**config.mk**
```make
export PLATFORM = sky130hd
export DESIGN_NAME = bias_activation_flat
export DESIGN_NICKNAME = d
export VERILOG_FILES = /design/src/rtl/bias_activation_if.sv /design/src/rtl/bias_activation.sv /design/src/flat_wrapper.sv
export SDC_FILE = /design/constraint.sdc
export NUM_CORES = 1
export LEC_CHECK = 0
export CORE_ASPECT_RATIO = 0.7
export CORE_MARGIN = 5
export CORE_UTILIZATION = 50
export CTS_CLUSTER_DIAMETER = 120
export CTS_CLUSTER_SIZE = 14
export DETAILED_ROUTE_END_ITERATION = 7
export PLACE_DENSITY_LB_ADDON = 0.15
export SKIP_CTS_REPAIR_TIMING = 1
export SLEW_MARGIN = 20
export SYNTH_ARGS = -nofsm -noshare
export SYNTH_HDL_FRONTEND = slang
export SYNTH_SLANG_ARGS = --single-unit
```
**constraint.sdc**
```tcl
create_clock -name clk -period 2.52 [get_ports clk]
set_clock_uncertainty 0.15 [all_clocks]
set_input_delay 0.504 -clock clk [delete_from_list [all_inputs] [get_ports clk]]
set_output_delay 0.504 -clock clk [all_outputs]
set_load 0.01 [all_outputs]
```
**src/rtl/bias_activation_if.sv**
```systemverilog
// rtl/bias_activation_if.sv - bundled control, source/bias read and destination write signals
// The slave modport is the bias_activation block; the master is its environment.
interface bias_activation_if #(
  parameter int LEN_BITS = 4
);
  logic                start;
  logic [1:0]          act_mode;
  logic [15:0]         src_data;
  logic [LEN_BITS-1:0] src_sel;
  logic [15:0]         bias_data;
  logic [LEN_BITS-1:0] bias_sel;
  logic                dst_we;
  logic [LEN_BITS-1:0] dst_sel;
  logic [15:0]         dst_data;
  logic                ready;
  logic                done;

  modport slave (
    input  start, act_mode, src_data, bias_data,
    output src_sel, bias_sel, dst_we, dst_sel, dst_data, ready, done
  );

  modport master (
    output start, act_mode, src_data, bias_data,
    input  src_sel, bias_sel, dst_we, dst_sel, dst_data, ready, done
  );
endinterface

```
**src/rtl/bias_activation.sv**
```systemverilog
// rtl/bias_activation.sv - two-stage bias-add + saturate + activation over a 2**LEN_BITS vector
// Stage 1 registers sat16(src+bias); stage 2 registers the activated value and the write strobe.
module bias_activation #(
  parameter int LEN_BITS = 4
) (
  input  logic              clk,
  input  logic              rst,
  bias_activation_if.slave  bus
);
  typedef enum logic [1:0] {IDLE, RUN, FLUSH} state_t;

  localparam logic [LEN_BITS-1:0] LAST = '1;

  state_t              state_q, state_d;
  logic [LEN_BITS-1:0] idx_q, idx_d;
  logic [1:0]          mode_q, mode_d;
  logic                s1_v_q, s1_v_d;
  logic [LEN_BITS-1:0] s1_idx_q, s1_idx_d;
  logic signed [15:0]  s1_sum_q, s1_sum_d;
  logic                dst_we_q, dst_we_d;
  logic [LEN_BITS-1:0] dst_sel_q, dst_sel_d;
  logic [15:0]         dst_data_q, dst_data_d;
  logic                done_q, done_d;
  logic signed [16:0]  sum17;

  function automatic logic signed [15:0] act_f(input logic [1:0] m, input logic signed [15:0] x);
    logic signed [15:0] h;
    // x >>> 2 spans [-8192, 8191], so the +128 offset cannot overflow 16 bits.
    h = (x >>> 2) + 16'sd128;
    case (m)
      2'd0:    act_f = x;
      2'd1:    act_f = (x > 16'sd0) ? x : 16'sd0;
      2'd2:    act_f = (x > 16'sd256) ? 16'sd256 : ((x < -16'sd256) ? -16'sd256 : x);
      default: act_f = (h < 16'sd0) ? 16'sd0 : ((h > 16'sd256) ? 16'sd256 : h);
    endcase
  endfunction

  always_comb begin
    state_d    = state_q;
    idx_d      = idx_q;
    mode_d     = mode_q;
    done_d     = 1'b0;
    sum17      = $signed({bus.src_data[15], bus.src_data}) + $signed({bus.bias_data[15], bus.bias_data});
    s1_v_d     = (state_q == RUN);
    s1_idx_d   = idx_q;
    if (sum17 > 17'sd32767)       s1_sum_d = 16'sh7FFF;
    else if (sum17 < -17'sd32768) s1_sum_d = 16'sh8000;
    else                          s1_sum_d = sum17[15:0];
    dst_we_d   = s1_v_q;
    dst_sel_d  = s1_v_q ? s1_idx_q : dst_sel_q;
    dst_data_d = s1_v_q ? act_f(mode_q, s1_sum_q) : dst_data_q;

    case (state_q)
      IDLE: begin
        if (bus.start) begin
          state_d = RUN;
          mode_d  = bus.act_mode;
          idx_d   = '0;
        end
      end
      RUN: begin
        if (idx_q == LAST) begin
          state_d = FLUSH;
          idx_d   = '0;
        end else begin
          idx_d = idx_q + 1'b1;
        end
      end
      FLUSH: begin
        // Final element is being written now and nothing is left behind it.
        if (dst_we_q && !s1_v_q) begin
          state_d = IDLE;
          done_d  = 1'b1;
        end
      end
      default: state_d = IDLE;
    endcase
  end

  always_ff @(posedge clk or posedge rst) begin
    if (rst) begin
      state_q    <= IDLE;
      idx_q      <= '0;
      mode_q     <= 2'd0;
      s1_v_q     <= 1'b0;
      s1_idx_q   <= '0;
      s1_sum_q   <= 16'sd0;
      dst_we_q   <= 1'b0;
      dst_sel_q  <= '0;
      dst_data_q <= 16'h0000;
      done_q     <= 1'b0;
    end else begin
      state_q    <= state_d;
      idx_q      <= idx_d;
      mode_q     <= mode_d;
      s1_v_q     <= s1_v_d;
      s1_idx_q   <= s1_idx_d;
      s1_sum_q   <= s1_sum_d;
      dst_we_q   <= dst_we_d;
      dst_sel_q  <= dst_sel_d;
      dst_data_q <= dst_data_d;
      done_q     <= done_d;
    end
  end

  assign bus.src_sel  = idx_q;
  assign bus.bias_sel = idx_q;
  assign bus.dst_we   = dst_we_q;
  assign bus.dst_sel  = dst_sel_q;
  assign bus.dst_data = dst_data_q;
  assign bus.ready    = (state_q == IDLE);
  assign bus.done     = done_q;
endmodule

```
**src/flat_wrapper.sv**
```systemverilog
// flat-port wrapper written by rule: the top's interface ports become plain ports
module bias_activation_flat 
#(
  parameter int LEN_BITS = 4
)
  (clk, rst, bus_start, bus_act_mode, bus_src_data, bus_bias_data, bus_src_sel, bus_bias_sel, bus_dst_we, bus_dst_sel, bus_dst_data, bus_ready, bus_done);
  bias_activation_if #(.LEN_BITS(LEN_BITS)) bus_i ();
  input  logic clk;
  input  logic rst;
  input wire logic [$bits(bus_i.start)-1:0] bus_start;
  input wire logic [$bits(bus_i.act_mode)-1:0] bus_act_mode;
  input wire logic [$bits(bus_i.src_data)-1:0] bus_src_data;
  input wire logic [$bits(bus_i.bias_data)-1:0] bus_bias_data;
  output wire logic [$bits(bus_i.src_sel)-1:0] bus_src_sel;
  output wire logic [$bits(bus_i.bias_sel)-1:0] bus_bias_sel;
  output wire logic [$bits(bus_i.dst_we)-1:0] bus_dst_we;
  output wire logic [$bits(bus_i.dst_sel)-1:0] bus_dst_sel;
  output wire logic [$bits(bus_i.dst_data)-1:0] bus_dst_data;
  output wire logic [$bits(bus_i.ready)-1:0] bus_ready;
  output wire logic [$bits(bus_i.done)-1:0] bus_done;
  assign bus_i.start = bus_start;
  assign bus_i.act_mode = bus_act_mode;
  assign bus_i.src_data = bus_src_data;
  assign bus_i.bias_data = bus_bias_data;
  assign bus_src_sel = bus_i.src_sel;
  assign bus_bias_sel = bus_i.bias_sel;
  assign bus_dst_we = bus_i.dst_we;
  assign bus_dst_sel = bus_i.dst_sel;
  assign bus_dst_data = bus_i.dst_data;
  assign bus_ready = bus_i.ready;
  assign bus_done = bus_i.done;
  bias_activation #(.LEN_BITS(LEN_BITS)) u_core (.clk(clk), .rst(rst), .bus(bus_i));
endmodule
```
# == After elaboration in Yosys (flattened, before gate mapping) ==
# Index checks and enable logic that the tools add are counted.
# word_totals
regBits,51
out_inout_bits,31
wordCells,53
# op_classes
n_addsub,3
magnitude_cmp,7
eq_ne,8
mux,17
n_reduce_logical,8
# ops
cell,count
two-way mux 16 bit,7
one-hot mux 16 bit (3 select lines),1
"greater-than comparator 16 x 10 -> 1 bit, second input constant",2
adder 16 x 16 -> 17 bit,1
"greater-than comparator 17 x 16 -> 1 bit, second input constant",1
"< comparator 17 x 16 -> 1 bit, second input constant",1
"greater-than comparator 16 x 1 -> 1 bit, second input constant",1
"< comparator 16 x 1 -> 1 bit, second input constant",1
"< comparator 16 x 9 -> 1 bit, second input constant",1
"adder 14 x 9 -> 15 bit, second input constant",1
two-way mux 4 bit,2
one-hot mux 4 bit (2 select lines),1
two-way mux 2 bit,3
one-hot mux 2 bit (3 select lines),1
"adder 4 x 1 -> 4 bit, second input constant",1
"== test 2 x 1 -> 1 bit, second input constant",2
"== test 2 bit, second input constant",2
"== test 4 bit, second input constant",1
zero test 2 bit,2
"inequality test 2 bit, second input constant",2
AND reduction 2 bit,2
AND reduction 3 bit,1
two-way mux 1 bit,2
"inequality test 2 x 1 -> 1 bit, second input constant",1
3 further kinds,3

# == Depth between registers and ports, before layout ==
# Gate-level depths: netlist (run 1).
# depth
word_depth,5
depth_mapped,10
ltp_nobuf,10

# == Worst setup path before layout (run 1) ==
# No wires, ideal clock.
# synth_path
path_type,input to register
startpoint,input bus_bias_data[0]
endpoint,register u_core.s1_sum_q[13]
setup_time_ns,0.078
arrival_ns,2.343
t_required_ns,2.292
slack_ns,-0.051
path_stages,10
n_path_buf,0
path_cell_list,ha_1 inv_1 fa_1 nand2b_1 a21o_1 nand3_1 a21oi_2 o31ai_4 nand2_2 a21oi_1
# synth_via
elab_chain_len,4
word_cells_on_any_way,5
cone_classes,add/sub: 1; order compare: 2; mux: 2
# synth_lines
element,line,text
start: declaration,flat_wrapper.sv:13,input wire logic [$bits(bus_i.bias_data)-1:0] bus_bias_data;
adder 16 x 16 -> 17 bit *,bias_activation.sv:43,"sum17 = $signed({bus.src_data[15], bus.src_data}) + $signed({bus.bias_data[15], bus.bias_data});"
< comparator 17 x 16 -> 1 bit,bias_activation.sv:47,else if (sum17 < -17'sd32768) s1_sum_d = 16'sh8000;
two-way mux 16 bit,bias_activation.sv:47,
two-way mux 16 bit *,bias_activation.sv:46,if (sum17 > 17'sd32767) s1_sum_d = 16'sh7FFF;
named net u_core.s1_sum_d[13],bias_activation.sv:19,"logic signed [15:0] s1_sum_q, s1_sum_d;"
end signal: assignment,bias_activation.sv:98,s1_sum_q <= s1_sum_d;
end: declaration,bias_activation.sv:19,
# The timed path passes the listed nets; every way through them passes the cells marked *.
# A chain may end at the register's enable or synchronous reset.

# == Final worst setup path (run 1) ==
# layout_path
startpoint,input bus_src_data[7]
endpoint,register u_core.s1_sum_q[3]
# layout_via
elab_chain_len,4
word_cells_on_any_way,5
cone_classes,add/sub: 1; order compare: 2; mux: 2
# layout_lines
element,line,text
start: declaration,flat_wrapper.sv:12,input wire logic [$bits(bus_i.src_data)-1:0] bus_src_data;
adder 16 x 16 -> 17 bit *,bias_activation.sv:43,
< comparator 17 x 16 -> 1 bit,bias_activation.sv:47,
two-way mux 16 bit,bias_activation.sv:47,
two-way mux 16 bit *,bias_activation.sv:46,
named net u_core.s1_sum_d[3],bias_activation.sv:19,
# Marked as above.

==> results of run 1 <==
Yosys cell counts (2+ instances only):
cell | count | area share (%)
dfrtp_1 | 51 | 43
a21oi_1 | 26 | 4.4
nand2_1 | 20 | 2.6
ha_1 | 19 | 8.1
a221o_1 | 14 | 4.8
nor2_1 | 14 | 1.8
o21ai_0 | 12 | 2.0
inv_1 | 11 | 1.4
nor2b_1 | 7 | 1.5
a21o_1 | 6 | 1.5
mux2_2 | 6 | 2.3
nand2b_1 | 6 | 1.3
nand3_1 | 6 | 1.0
nor3_1 | 6 | 1.0
xnor2_1 | 6 | 1.8
o211ai_1 | 5 | 1.3
o21a_1 | 5 | 1.3
o21ai_1 | 5 | 0.85
xor2_1 | 5 | 1.5
buf_4 | 4 | 1.0
maj3_1 | 4 | 1.4
o21bai_1 | 4 | 1.0
clkbuf_1 | 3 | 0.38
nand4_1 | 3 | 0.64
nor3b_1 | 3 | 0.77
a211oi_1 | 2 | 0.51
a21oi_2 | 2 | 0.60
o22ai_1 | 2 | 0.43
o31ai_1 | 2 | 0.51
or2_2 | 2 | 0.43
where the power goes:
group	leakage, nW	internal (mW)	switching, mW	total [mW]
clock	0.0618	0.327	0.275	0.602
combinational	1.44	1.04	0.838	1.88
sequential	0.614	1.14	0.288	1.42
cells by family (layout without fill, tap and decap cells):
family | after synthesis | count (layout)
AOI/OAI and AO/OA | 94 | 94
xor gates and xnor gates | 12 | 12
adders and majority gates | 24 | 24
buffers and inverters | 21 | 139
DFF | 51 | 51
muxes | 7 | 7
and+or+nand+nor | 77 | 77
worst max-delay path, delay by kind of cell:
kind | cells | cell delay [ns]
AO/OA/AOI/OAI | 3 | 0.45
buffers and inverters | 2 | 0.61
AND/OR/NAND/NOR | 1 | 0.29
XOR/XNOR | 1 | 0.12
adder cells (fa/ha/maj) | 2 | 0.62
final timing paths:
kind | endpoint | slack (ns) | cells past startpoint
worst min register to register | u_core.bus.dst_sel[2] | 0.33 | 1
max in group asynchronous | u_core.s1_sum_q[8] | 1.27 | 3
worst max register to register | u_core.bus.dst_data[4] | 0.13 | 7
worst max-delay path | u_core.s1_sum_q[3] | -0.05 | 9
min in group asynchronous | u_core.s1_idx_q[3] | 0.52 | 3
worst min-delay path | u_core.bus.dst_sel[2] | 0.33 | 1
area by class of cell:
type / instances / area (µm²)
multi-input combinational: 214 / 1876
sequential: 51 / 1276
fill: 358 / 1175
timing repair buffer: 120 / 1144
tap: 75 / 93.84
clock buffer: 6 / 82.58
inverter: 11 / 41.29
clock inverter: 2 / 38.79
metrics by stage:
stage / instance area [µm²] / worst slack (ns) / utilization, %
floorplan: 2943 / 0.01883 / -
global route: 4552 / -0.1003 / 79.48
global placement: 3984 / -0.4554 / 69.57
CTS: 4105 / -0.2081 / 71.68
detailed placement: 3984 / -0.5236 / 69.57
finish: 4552 / -0.04968 / 79.48
layer usage:
layer	vias up	wire (µm)	global-route usage [%]
met2	97	3913	30.36
met3	8	460	4.124
met1	1305	3745	27.61
met4	0	59	4.867
li1	1290	-	-
met5	-	0	0
flip-flops by register name, summed over array words and instances, names as in the netlist:
signal and count:
u_core.bus.bias_sel 4, u_core.bus.done 1, u_core.bus.dst_data 16, u_core.bus.dst_sel 4
u_core.bus.dst_we 1, u_core.dst_we_d 1, u_core.mode_q 2, u_core.s1_idx_q 4
u_core.s1_sum_q 16, u_core.state_q 2
placed cells by master, fill, tap and decap left out, types with 4 or more instances in the layout:
| master | synthesis | final |
|---|---|---|
| dfrtp_1 | 51 | 51 |
| buf_4 | 4 | 48 |
| clkdlybuf4s50_1 | 0 | 42 |
| dlymetal6s2s_1 | 0 | 25 |
| nand2_1 | 20 | 20 |
| a21oi_1 | 26 | 18 |
| nor2_1 | 14 | 14 |
| a221o_1 | 14 | 14 |
| ha_4 | 0 | 12 |
| inv_1 | 11 | 9 |
| o21ai_0 | 12 | 9 |
| a21oi_2 | 2 | 8 |
| nor2b_1 | 7 | 7 |
| mux2_2 | 6 | 6 |
| a21o_1 | 6 | 6 |
| xnor2_1 | 6 | 6 |
| ha_1 | 19 | 6 |
| clkbuf_8 | 0 | 6 |
| nand2b_1 | 6 | 5 |
| o21a_1 | 5 | 5 |
| o211ai_1 | 5 | 5 |
| xor2_1 | 5 | 5 |
| o21bai_1 | 4 | 4 |
| nand3_1 | 6 | 4 |
| o21ai_1 | 5 | 4 |
| buf_6 | 1 | 4 |
==> flow_metrics.py, run 1 <==
metrics = {
    "run_status": {
        "run_status": "finished with violations",
        "violations": "setup timing",
    },
    "detailed_routing": {
        "first_pass_iters": 4,
        "route.detailed.wl_per_inst_um": 17.08,
        "drc": 0,
        "drt-total-wl_um": 8179,
        "detailroute.via_count": 2700,
        "viasPerCell": 5.637,
        "drt_iter0_drc": 138,
        "ant_nets": 0,
    },
    "floorplan": {
        "rows": 23,
        "ios": 68,
        "start_util_pct": 51.39,
        "die_w_um": 101.7,
        "die_area_um2": 7544,
        "die_h_um": 74.19,
        "coreArea_um2": 5727,
    },
    "yosys": {
        "synth_edf_count": 0,
        "yosys_warnings": 0,
        "yosysUniqueCellTypes": 55,
        "netlist_instances": 286,
        "yosys.area_share.simple_pct": 14.16,
        "synthXorXnorAreaFrac_pct": 3.827,
        "synthArstFlopShare_pct": 100.0,
        "synthMuxAreaShare_pct": 2.636,
        "syn_area_um2": 2943,
        "synth-compound-area-share_pct": 22.41,
        "synth-adder-area-share_pct": 10.12,
        "syn-num-nets": 343,
        "yosys_register_bits": 51,
        "synth_ff_type": "dfrtp_1",
        "synth_seq_area_share_pct": 43.37,
        "syn_area_per_cell_um2": 10.29,
        "synth_top_family_by_area": "compound AO/OA/AOI/OAI gates",
    },
    "critical_path": {
        "path_cells": "clkdlybuf4s50_1, ha_4, o21ai_4, nor4_2, o21ai_2, a31oi_4, xor2_2, buf_4, maj3_1",
        "r2r_start": "u_core.s1_sum_q[4]",
        "critPathSlowestCell": "clkdlybuf4s50_1",
        "startpoint_type": "input pin",
        "path_max_fanout": 5,
        "crit_path_start": "bus_src_data[7]",
        "worstSetupPathType": "input pin to register",
        "cp-end-kind": "register",
        "crit_arrival_ns": 2.60,
        "cp_slowest_stage_delay_ns": 0.44,
        "required_ns": 2.55,
    },
    "cts": {
        "cts_tree": "built",
        "insertion_delay_ns": 0.30,
        "cts_root_buf": "clkbuf_8",
        "clockBufferDepth": 2,
        "clock_sinks": 51,
        "cts_made_buffers": 5,
        "htreeDepth": 2,
        "clk_pin_slew_worst_paths_ns": 0.09,
    },
    "place": {
        "hpwl_um": 5587,
        "dp.cells": 463,
        "port-buffer-count": 67,
        "place.gp.congestion": 0.8166,
    },
    "timing": {
        "hold-worst-slack_ns": 0.3310,
        "hold_viol": 0,
        "drv_slew": 0,
        "setup_tns_ns": -0.2618,
        "min_period_over_period_pct": 102.0,
        "fin_ws_ns": -0.04968,
        "tightest_slew_ns": 0.6261,
        "relSlewSlack_pct": 58.26,
        "max_freq_ghz": 0.3892,
        "setup_viol": 12,
        "finalCriticalPeriod_ns": 2.570,
    },
    "pwr": {
        "power_density_nw_per_um2": 857.5,
        "leakagePower_nw": 2.112,
        "ir_worst_vdd_mv": 0.5694,
        "p_total_mw": 3.903,
    },
    "hold_path": {
        "min_from": "u_core.s1_idx_q[2]",
        "hp-class": "register to register",
    },
    "cells_and_area": {
        "drive_above_1_share_pct": 30.20,
        "area_growth_pct": 54.68,
        "nNetsFinal": 460,
        "final_cell_count_no_fill": 479,
        "antennaDiodeCount": 0,
    },
    "global_routing": {
        "grt_pass1_vias": 2524,
        "grt_pass1_wl_um": 11560,
        "antenna_found_initial": 0,
        "grt_max_degree": 52,
        "grt_overflow_total": 0,
        "grt_usage_pct": 19.36,
    },
    "job": {
        "max_cap_violations": 0,
    },
}
Power figures use the tool's default switching activity.
==> inputs of run 2 (changes only) <==
--- a/config.mk
+++ b/config.mk
@@ -12,7 +12,6 @@
 export CTS_CLUSTER_SIZE = 14
 export DETAILED_ROUTE_END_ITERATION = 7
 export PLACE_DENSITY_LB_ADDON = 0.15
-export SKIP_CTS_REPAIR_TIMING = 1
 export SLEW_MARGIN = 20
 export SYNTH_ARGS = -nofsm -noshare
 export SYNTH_HDL_FRONTEND = slang
==> flow_metrics.py, run 2 (synthesis results as in run 1) <==
metrics = {
    "job": {
        "max_cap_violations": 0,
    },
    "place": {
        "place.gp.congestion": 0.8166,
        "place_ws_ns": -0.5236,
        "port-buffer-count": 67,
        "hpwl_um": 5587,
        "dp.cells": 463,
    },
    "cells_and_area": {
        "final_common_cell": "dfrtp_1",
        "final_cell_count_no_fill": 479,
        "drive_above_1_share_pct": 30.20,
        "antennaDiodeCount": 0,
        "layout_common_cells": "51 x dfrtp_1, 48 x buf_4, 39 x clkdlybuf4s50_1, 20 x nand2_1, 20 x dlygate4sd2_1",
        "fill_cells": 370,
        "area_growth_pct": 53.32,
        "nNetsFinal": 460,
    },
    "floorplan": {
        "coreArea_um2": 5727,
        "rows": 23,
        "die_h_um": 74.19,
        "die_w_um": 101.7,
        "start_util_pct": 51.39,
        "ios": 68,
        "die_area_um2": 7544,
    },
    "cts": {
        "htreeDepth": 2,
        "insertion_delay_ns": 0.31,
        "ctsHoldBuffers": 0,
        "clock_sinks": 51,
        "clockBufferDepth": 2,
        "cts_made_buffers": 5,
        "cts_root_buf": "clkbuf_8",
        "clk_pin_slew_worst_paths_ns": 0.10,
        "cts_tree": "built",
    },
    "global_routing": {
        "grt_max_degree": 52,
        "antenna_found_initial": 0,
        "met1_usage_pct": 29.18,
        "grt_pass1_vias": 2686,
        "grt_usage_pct": 21.08,
        "grt_overflow_total": 0,
        "grt_pass1_wl_um": 12540,
        "grtUsageMet2_pct": 34.42,
        "top_usage_layer": "met2",
        "global_route.usage.met3_pct": 4.217,
    },
    "detailed_routing": {
        "first_pass_iters": 5,
        "drt_iter0_drc": 147,
        "drt-total-wl_um": 8019,
        "ant_nets": 0,
        "viasPerCell": 5.658,
        "detailroute.via_count": 2710,
        "route.detailed.wl_per_inst_um": 16.74,
        "drc": 0,
    },
    "critical_path": {
        "startpoint_type": "input pin",
        "cp_slowest_stage_delay_ns": 0.36,
        "critPathSlowestCell": "fa_2",
        "path_max_fanout": 5,
        "worstSetupPathType": "input pin to register",
        "path_cells": "dlygate4sd2_1, ha_2, inv_2, fa_2, nand2b_4, a21o_1, nand3_2, a21oi_4, o31ai_4, buf_6, nand2_8, a21oi_4",
        "cp-end-kind": "register",
        "crit_buf_inv": 3,
        "required_ns": 2.60,
        "crit_arrival_ns": 2.55,
        "crit_top_cell": "a21oi_4",
        "r2r_slack_ns": 0.12,
        "crit_family": "compound AO/OA/AOI/OAI gates",
    },
    "timing": {
        "max_freq_ghz": 0.4058,
        "drv_slew": 0,
        "hold_viol": 0,
        "relSlewSlack_pct": 57.96,
        "min_period_over_period_pct": 97.78,
        "tightest_slew_ns": 0.6306,
        "setup_viol": 0,
        "fin_ws_ns": 0.05585,
        "finalCriticalPeriod_ns": 2.464,
    },
    "pwr": {
        "power_density_nw_per_um2": 874.9,
        "p_total_mw": 3.948,
        "ir_worst_vdd_mv": 0.5654,
        "leakagePower_nw": 1.981,
    },
    "run_status": {
        "run_status": "complete, no violations",
    },
    "hold_path": {
        "hp-class": "register to register",
    },
}
[run 2: cell types whose count changed in the layout (fill, tap and decap cells not counted), moves of 2 or more]
| cell | before | now |
|---|---|---|
| a21oi_1 | 18 | 15 |
| a21oi_2 | 8 | 10 |
| clkdlybuf4s50_1 | 42 | 39 |
| dlygate4sd2_1 | 0 | 20 |
| dlymetal6s2s_1 | 25 | 8 |
| nand2_8 | 0 | 2 |
| nor3_1 | 3 | 5 |
| nor3_2 | 3 | 1 |
[run 2: worst paths after layout]
kind | start | end | cells past startpoint
min in group asynchronous | rst | u_core.bus.dst_sel[3] | 3
worst min register to register | u_core.s1_idx_q[3] | u_core.bus.dst_sel[3] | 1
worst min-delay path | u_core.s1_idx_q[3] | u_core.bus.dst_sel[3] | 1
max in group asynchronous | rst | u_core.s1_sum_q[6] | 3
worst max register to register | u_core.s1_sum_q[4] | u_core.bus.dst_data[4] | 7
worst max-delay path | bus_src_data[0] | u_core.s1_sum_q[12] | 12
[run 2: layout make-up]
cell class | count | area [µm²] | area share, %
flip-flops and latches | 51 | 1276 | 28.29
inverters | 11 | 41.29 | 0.9151
clock buffers | 6 | 82.58 | 1.830
well taps | 75 | 93.84 | 2.080
multi-input cells | 215 | 1908 | 42.29
clock inverters | 2 | 38.79 | 0.8597
repair buffers | 119 | 1071 | 23.74
[run 2: worst register-to-register path: cells and delay by family, from the launching register on]
family | cells | cell delay (ns)
AND/OR/NAND/NOR | 4 | 0.98
AO/OA/AOI/OAI | 3 | 0.75
flip-flops | 1 | 0.40
[run 2: through the flow]
stage | utilization (%) | setup TNS [ns] | hold slack (ns) | cell area (µm²)
floorplan | - | 0 | 0.2019 | 2943
global placement | 69.57 | -6.557 | 0.3050 | 3984
detailed placement | 69.57 | -7.441 | 0.3123 | 3984
CTS | 76.53 | 0 | 0.3345 | 4383
global route | 78.79 | -0.05246 | 0.3545 | 4512
finish | 78.79 | 0 | 0.3312 | 4512
[run 2: routing by layer]
| layer | wire length (µm) | up-vias |
|---|---|---|
| met5 | 0 | - |
| met4 | 40 | 0 |
| met3 | 426 | 2 |
| met2 | 3810 | 89 |
| met1 | 3742 | 1324 |
| li1 | - | 1295 |
[run 2: power by group]
part,internal [mW],total (mW),switching [mW],leakage (nW)
combinational,1.05,1.91,0.866,1.31
clock,0.327,0.603,0.276,0.0618
sequential,1.14,1.43,0.295,0.614
total,2.51,3.95,1.44,1.98
[run 2: what timing repair did]
action                                  in CTS  in global routing
endpoints found under the setup margin      15                 20
cloned                                       2                  0
buffers inserted                             4                  2
pin swaps                                   20                 12
gates resized for setup                     64                 24
==> RTL edit 1 (config.mk and constraints of run 2) <==
`LEN_BITS` is set to 4 in 3 places; all go to 16.
--- a/src/rtl/bias_activation_if.sv
+++ b/src/rtl/bias_activation_if.sv
@@ -1,7 +1,7 @@
 // rtl/bias_activation_if.sv - bundled control, source/bias read and destination write signals
 // The slave modport is the bias_activation block; the master is its environment.
 interface bias_activation_if #(
-  parameter int LEN_BITS = 4
+  parameter int LEN_BITS = 16
 );
   logic                start;
   logic [1:0]          act_mode;
--- a/src/rtl/bias_activation.sv
+++ b/src/rtl/bias_activation.sv
@@ -1,7 +1,7 @@
 // rtl/bias_activation.sv - two-stage bias-add + saturate + activation over a 2**LEN_BITS vector
 // Stage 1 registers sat16(src+bias); stage 2 registers the activated value and the write strobe.
 module bias_activation #(
-  parameter int LEN_BITS = 4
+  parameter int LEN_BITS = 16
 ) (
   input  logic              clk,
   input  logic              rst,
--- a/src/flat_wrapper.sv
+++ b/src/flat_wrapper.sv
@@ -1,7 +1,7 @@
 // flat-port wrapper written by rule: the top's interface ports become plain ports
 module bias_activation_flat 
 #(
-  parameter int LEN_BITS = 4
+  parameter int LEN_BITS = 16
 )
   (clk, rst, bus_start, bus_act_mode, bus_src_data, bus_bias_data, bus_src_sel, bus_bias_sel, bus_dst_we, bus_dst_sel, bus_dst_data, bus_ready, bus_done);
   bias_activation_if #(.LEN_BITS(LEN_BITS)) bus_i ();
Interface: changed (resized bus_bias_sel, bus_dst_sel and bus_src_sel); port bits go from 68 to 104. No check against the original RTL was run, so the function may have changed too.
==> RTL edit 1 against run 2 <==
- the flow now finishes with violations (setup timing)
- power increased by 40%
- sequential cell count up 36
- routed wire length rose by 51%
- sequential power up 38%
- clock power is 130% higher
- global-route usage up 0.96 points
- worst hold slack got worse by 0.0029 ns
- area after synthesis up 52%
- setup slack lost 0.096 ns
- first-iteration DRC count is 75% higher
- combinational power increased by 12%
- final area rose by 49%
- critical path type is now flop to flop
- largest cell class unchanged
==> RTL edit 1: results (changes against run 2) <==
{| class="wikitable"
! Metric !! Value
|-
| Status || complete, but fails checks
|-
| Failing checks || setup timing
|-
| Number of CTS-inserted buffers || 9 (+4)
|-
| Proportion of layout cells with a drive suffix above 1 || 0.272 (-0.0297)
|-
| Detailed-route via count || 3,903 (+44%)
|-
| Met2 routing resource usage after global routing || 0.343 (-0.00112)
|-
| Cells taking the most area after synthesis || sky130_fd_sc_hd__dfrtp_1 (49%), sky130_fd_sc_hd__ha_1 (5.3%), sky130_fd_sc_hd__mux2_2 (4.8%)
|-
| CTS H-Tree Depth || 3 (+1)
|-
| Setup slack after layout || -0.0406 ns (-0.0964 ns)
|-
| Port Buf Inserts || 103 (+54%)
|-
| Maximum number of pins on one net before global-route repair || 33 (-37%)
|-
| Setup Viol. Count Final || 12 (+12)
|-
| Placed cell count || 673 (+45%)
|-
| Internal Dissipation || 3.66 mW (+46%)
|-
| Routed met3 length || 816 um (+92%)
|-
| Post-synthesis sequential area ratio || 0.488 (+0.0545)
|-
| Clock transition at the registers of the reported paths || 0.06 ns (-0.04 ns)
|-
| Peak supply drop || 0.571 mV (+1.0%)
|-
| Buffers inserted by post-CTS timing repair || 1 (-3)
|-
| Gate count after technology mapping || 423 (+48%)
|-
| Global router's overall resource usage || 0.220 (+0.00963)
|-
| Slowest CP cell || sky130_fd_sc_hd__or4_4
|-
| Total wirelength of the detailed-routed design || 12,100 um (+51%)
|-
| Resized cells post-CTS || 29 (-55%)
|-
| Slew at the pin with the worst max-slew slack || 0.714 ns (+0.0830 ns)
|-
| Metal1 wirelength || 5520 um (+47%)
|}
RTL edit 1: changes by cell type in the layout (fill, tap and decap cells not counted), moves of 7 or more:
cell | run 2 | this run
sky130_fd_sc_hd__and3_1 | 0 | 13
sky130_fd_sc_hd__dfrtp_1 | 51 | 86
sky130_fd_sc_hd__clkbuf_16 | 0 | 9
sky130_fd_sc_hd__mux2_2 | 6 | 19
sky130_fd_sc_hd__nand3_1 | 4 | 13
sky130_fd_sc_hd__nand2_1 | 20 | 29
sky130_fd_sc_hd__clkdlybuf4s50_1 | 39 | 84
sky130_fd_sc_hd__o21ai_0 | 10 | 29
sky130_fd_sc_hd__dlymetal6s2s_1 | 8 | 15
sky130_fd_sc_hd__dlygate4sd2_1 | 20 | 4
RTL edit 1: final timing paths:
check                                     from                       to  slack, ns
hold / removal              u_core.s1_idx_q[3]    u_core.bus.dst_sel[3]       0.33
setup / recovery           u_core.s1_sum_q[15]  u_core.bus.dst_data[10]      -0.04
min in group asynchronous                  rst       u_core.s1_idx_q[4]       0.48
max in group asynchronous                  rst  u_core.bus.dst_data[10]       1.18
hold reg to reg             u_core.s1_idx_q[3]    u_core.bus.dst_sel[3]       0.33
setup reg to reg           u_core.s1_sum_q[15]  u_core.bus.dst_data[10]      -0.04
RTL edit 1: cell type report:
| type | count | share of cell area |
|---|---|---|
| Multi-Input combinational cell | 291 | 0.362 |
| Sequential cell | 87 | 0.324 |
| Timing Repair Buffer | 164 | 0.234 |
| Clock buffer | 9 | 0.0335 |
| Tap cell | 120 | 0.0224 |
| Clock inverter | 6 | 0.0142 |
| Inverter | 16 | 0.00950 |
RTL edit 1: through the flow:
stage / power [mW] / TNS (ns) / worst slack, ns / hold WS, ns / utilization
finish: 5.51 / -0.230 / -0.0406 / 0.328 / 0.782
global route: 5.83 / -1.58 / -0.118 / 0.349 / 0.782
CTS: 5.38 / -0.0396 / -0.0175 / 0.332 / 0.741
detailed placement: 3.91 / -10.17 / -0.729 / 0.315 / 0.690
global placement: 3.84 / -10.09 / -0.703 / 0.298 / 0.690
floorplan: 3.03 / 0 / 0.0159 / 0.278 / -
RTL edit 1: power groups by stage:
stage	clock (mW)	combinational (mW)	sequential, mW
detailed placement	0	1.93	1.98
global route	1.49	2.32	2.02
floorplan	0	1.05	1.98
CTS	1.43	1.99	1.96
global placement	0	1.88	1.96
finish	1.40	2.14	1.97
RTL edit 1: cell families (layout without fill, tap and decap cells):
| family | after synthesis | count (layout) | synth area share |
|---|---|---|---|
| flops | 87 | 87 | 0.488 |
| compound gates | 128 | 128 | 0.198 |
| buf+inv | 45 | 195 | 0.0513 |
| simple gates | 108 | 108 | 0.124 |
| mux | 20 | 20 | 0.0502 |
| fa+ha+maj | 22 | 22 | 0.0623 |
| xor+xnor | 13 | 13 | 0.0255 |
==> RTL edit 2 (config.mk and constraints of run 2) <==
Without the edit above. Make the reset (`rst`) synchronous in one clocked block.
--- a/src/rtl/bias_activation.sv
+++ b/src/rtl/bias_activation.sv
@@ -77,7 +77,7 @@
     endcase
   end
 
-  always_ff @(posedge clk or posedge rst) begin
+  always_ff @(posedge clk) begin
     if (rst) begin
       state_q    <= IDLE;
       idx_q      <= '0;
Check against the original RTL: differs if rst is asserted again (counterexample within 4 cycles, from zero or initial values and one cycle with rst high); with rst held inactive, the same outputs for 10 cycles.
==> RTL edit 2 against run 2 <==
- die area shrank 1.1%
- critical path depth increased by 1
- final cell count rose by 8.4%
- non-clock buffer count rose by 10
- setup slack lost 0.11 ns
- sequential cell count did not move
- the run now ends with setup timing left
- area after synthesis fell by 1.3%
- global-route usage is 1.0 points lower
- fmax is 4.5% lower
- final area is 2.4% lower
- synthesized cell count grew 13%
- routed wire length shrank 2.8%
Power is not compared: it rests on default switching activity, and its combinational part moved more than twofold at a synthesized area within 25%.
==> RTL edit 2: results (changes against run 2) <==
{| class="wikitable"
! Metric !! Value
|-
| Placed cell count || 495 (+6.9%)
|-
| Proportion of cell area occupied by registers || 0.232 (-0.0510)
|-
| Final instance count without filler cells || 519 (+8.4%)
|-
| Setup Viol. Count Final || 12 (+12)
|-
| Setup TNS Final || -0.226 ns (-0.226 ns)
|-
| Width of the die || 101 um (-0.58%)
|-
| Metal1 wirelength || 3580 um (-4.2%)
|-
| Detailed placement HPWL || 5420 um (-3.1%)
|-
| Maximum number of pins on one net before global-route repair || 37 (-29%)
|-
| Status || complete, but fails checks
|-
| Number of flip-flops and latches || 51 (unchanged)
|-
| Vias in the first global route || 2,684 (-0.074%)
|-
| Proportion of layout cells with a drive suffix above 1 || 0.306 (+0.00433)
|-
| Gate count after technology mapping || 324 (+13%)
|-
| Kind of cell with the highest combined delay on the critical path || adder cells
|-
| Clock distribution area overhead in the final layout || 0.0222 (-0.00473)
|-
| Depth of the most critical reg-to-reg path || 8 (+1)
|-
| Count of multi-input gates || 245 (+14%)
|-
| Layout fillers || 397 (+7.3%)
|-
| Setup slack after layout || -0.0590 ns (-0.115 ns)
|-
| Routed met3 length || 354 um (-17%)
|-
| Commonest cells post-synth || sky130_fd_sc_hd__dfxtp_1 (51), sky130_fd_sc_hd__nor2_1 (29), sky130_fd_sc_hd__nand2_1 (24)
|-
| Failing checks || setup timing
|-
| Initial DRT Pass Iterations || 4 (-1)
|-
| Post-synthesis sequential area ratio || 0.351 (-0.0823)
|-
| Slack of the worst reg-to-reg path || 0.03 ns (-0.09 ns)
|-
| Setup WS pre-CTS || -0.777 ns (-0.253 ns)
|-
| Sequential cell area || 1020 um^2 (-20%)
|-
| Fin Hold WS || 0.324 ns (-0.00687 ns)
|-
| Number of non-clock buffers || 129 (+8.4%)
|-
| Multi-input gate share of total cell area || 0.452 (+0.0292)
|-
| Met2 layer wire length in the routed design || 3730 um (-2.1%)
|-
| Met2 routing resource usage after global routing || 0.340 (-0.00435)
|-
| Data arrival, critical path || 2.68 ns (+0.13 ns)
|}
==> RTL edit 2: cell count changes in the layout (fill, tap and decap cells not counted), moves of 5 or more <==
cell,before,now
sky130_fd_sc_hd__dfxtp_1,0,51
sky130_fd_sc_hd__dfrtp_1,51,0
sky130_fd_sc_hd__a21oi_2,10,17
sky130_fd_sc_hd__nor2_1,13,29
sky130_fd_sc_hd__mux2_2,6,1
sky130_fd_sc_hd__buf_4,48,54
sky130_fd_sc_hd__a22o_1,1,6
sky130_fd_sc_hd__xnor2_1,6,11
sky130_fd_sc_hd__and3_1,0,6
sky130_fd_sc_hd__a221o_1,14,8
sky130_fd_sc_hd__dlygate4sd2_1,20,15
sky130_fd_sc_hd__xor2_1,5,0
==> RTL edit 2: what timing repair did <==
item | 4_1_cts | 5_1_grt
gates cloned | 1 | 1
pin swaps | 37 | 27
setup endpoints to repair | 24 | 15
gates resized for setup | 74 | 35
buffers inserted | 10 | 5
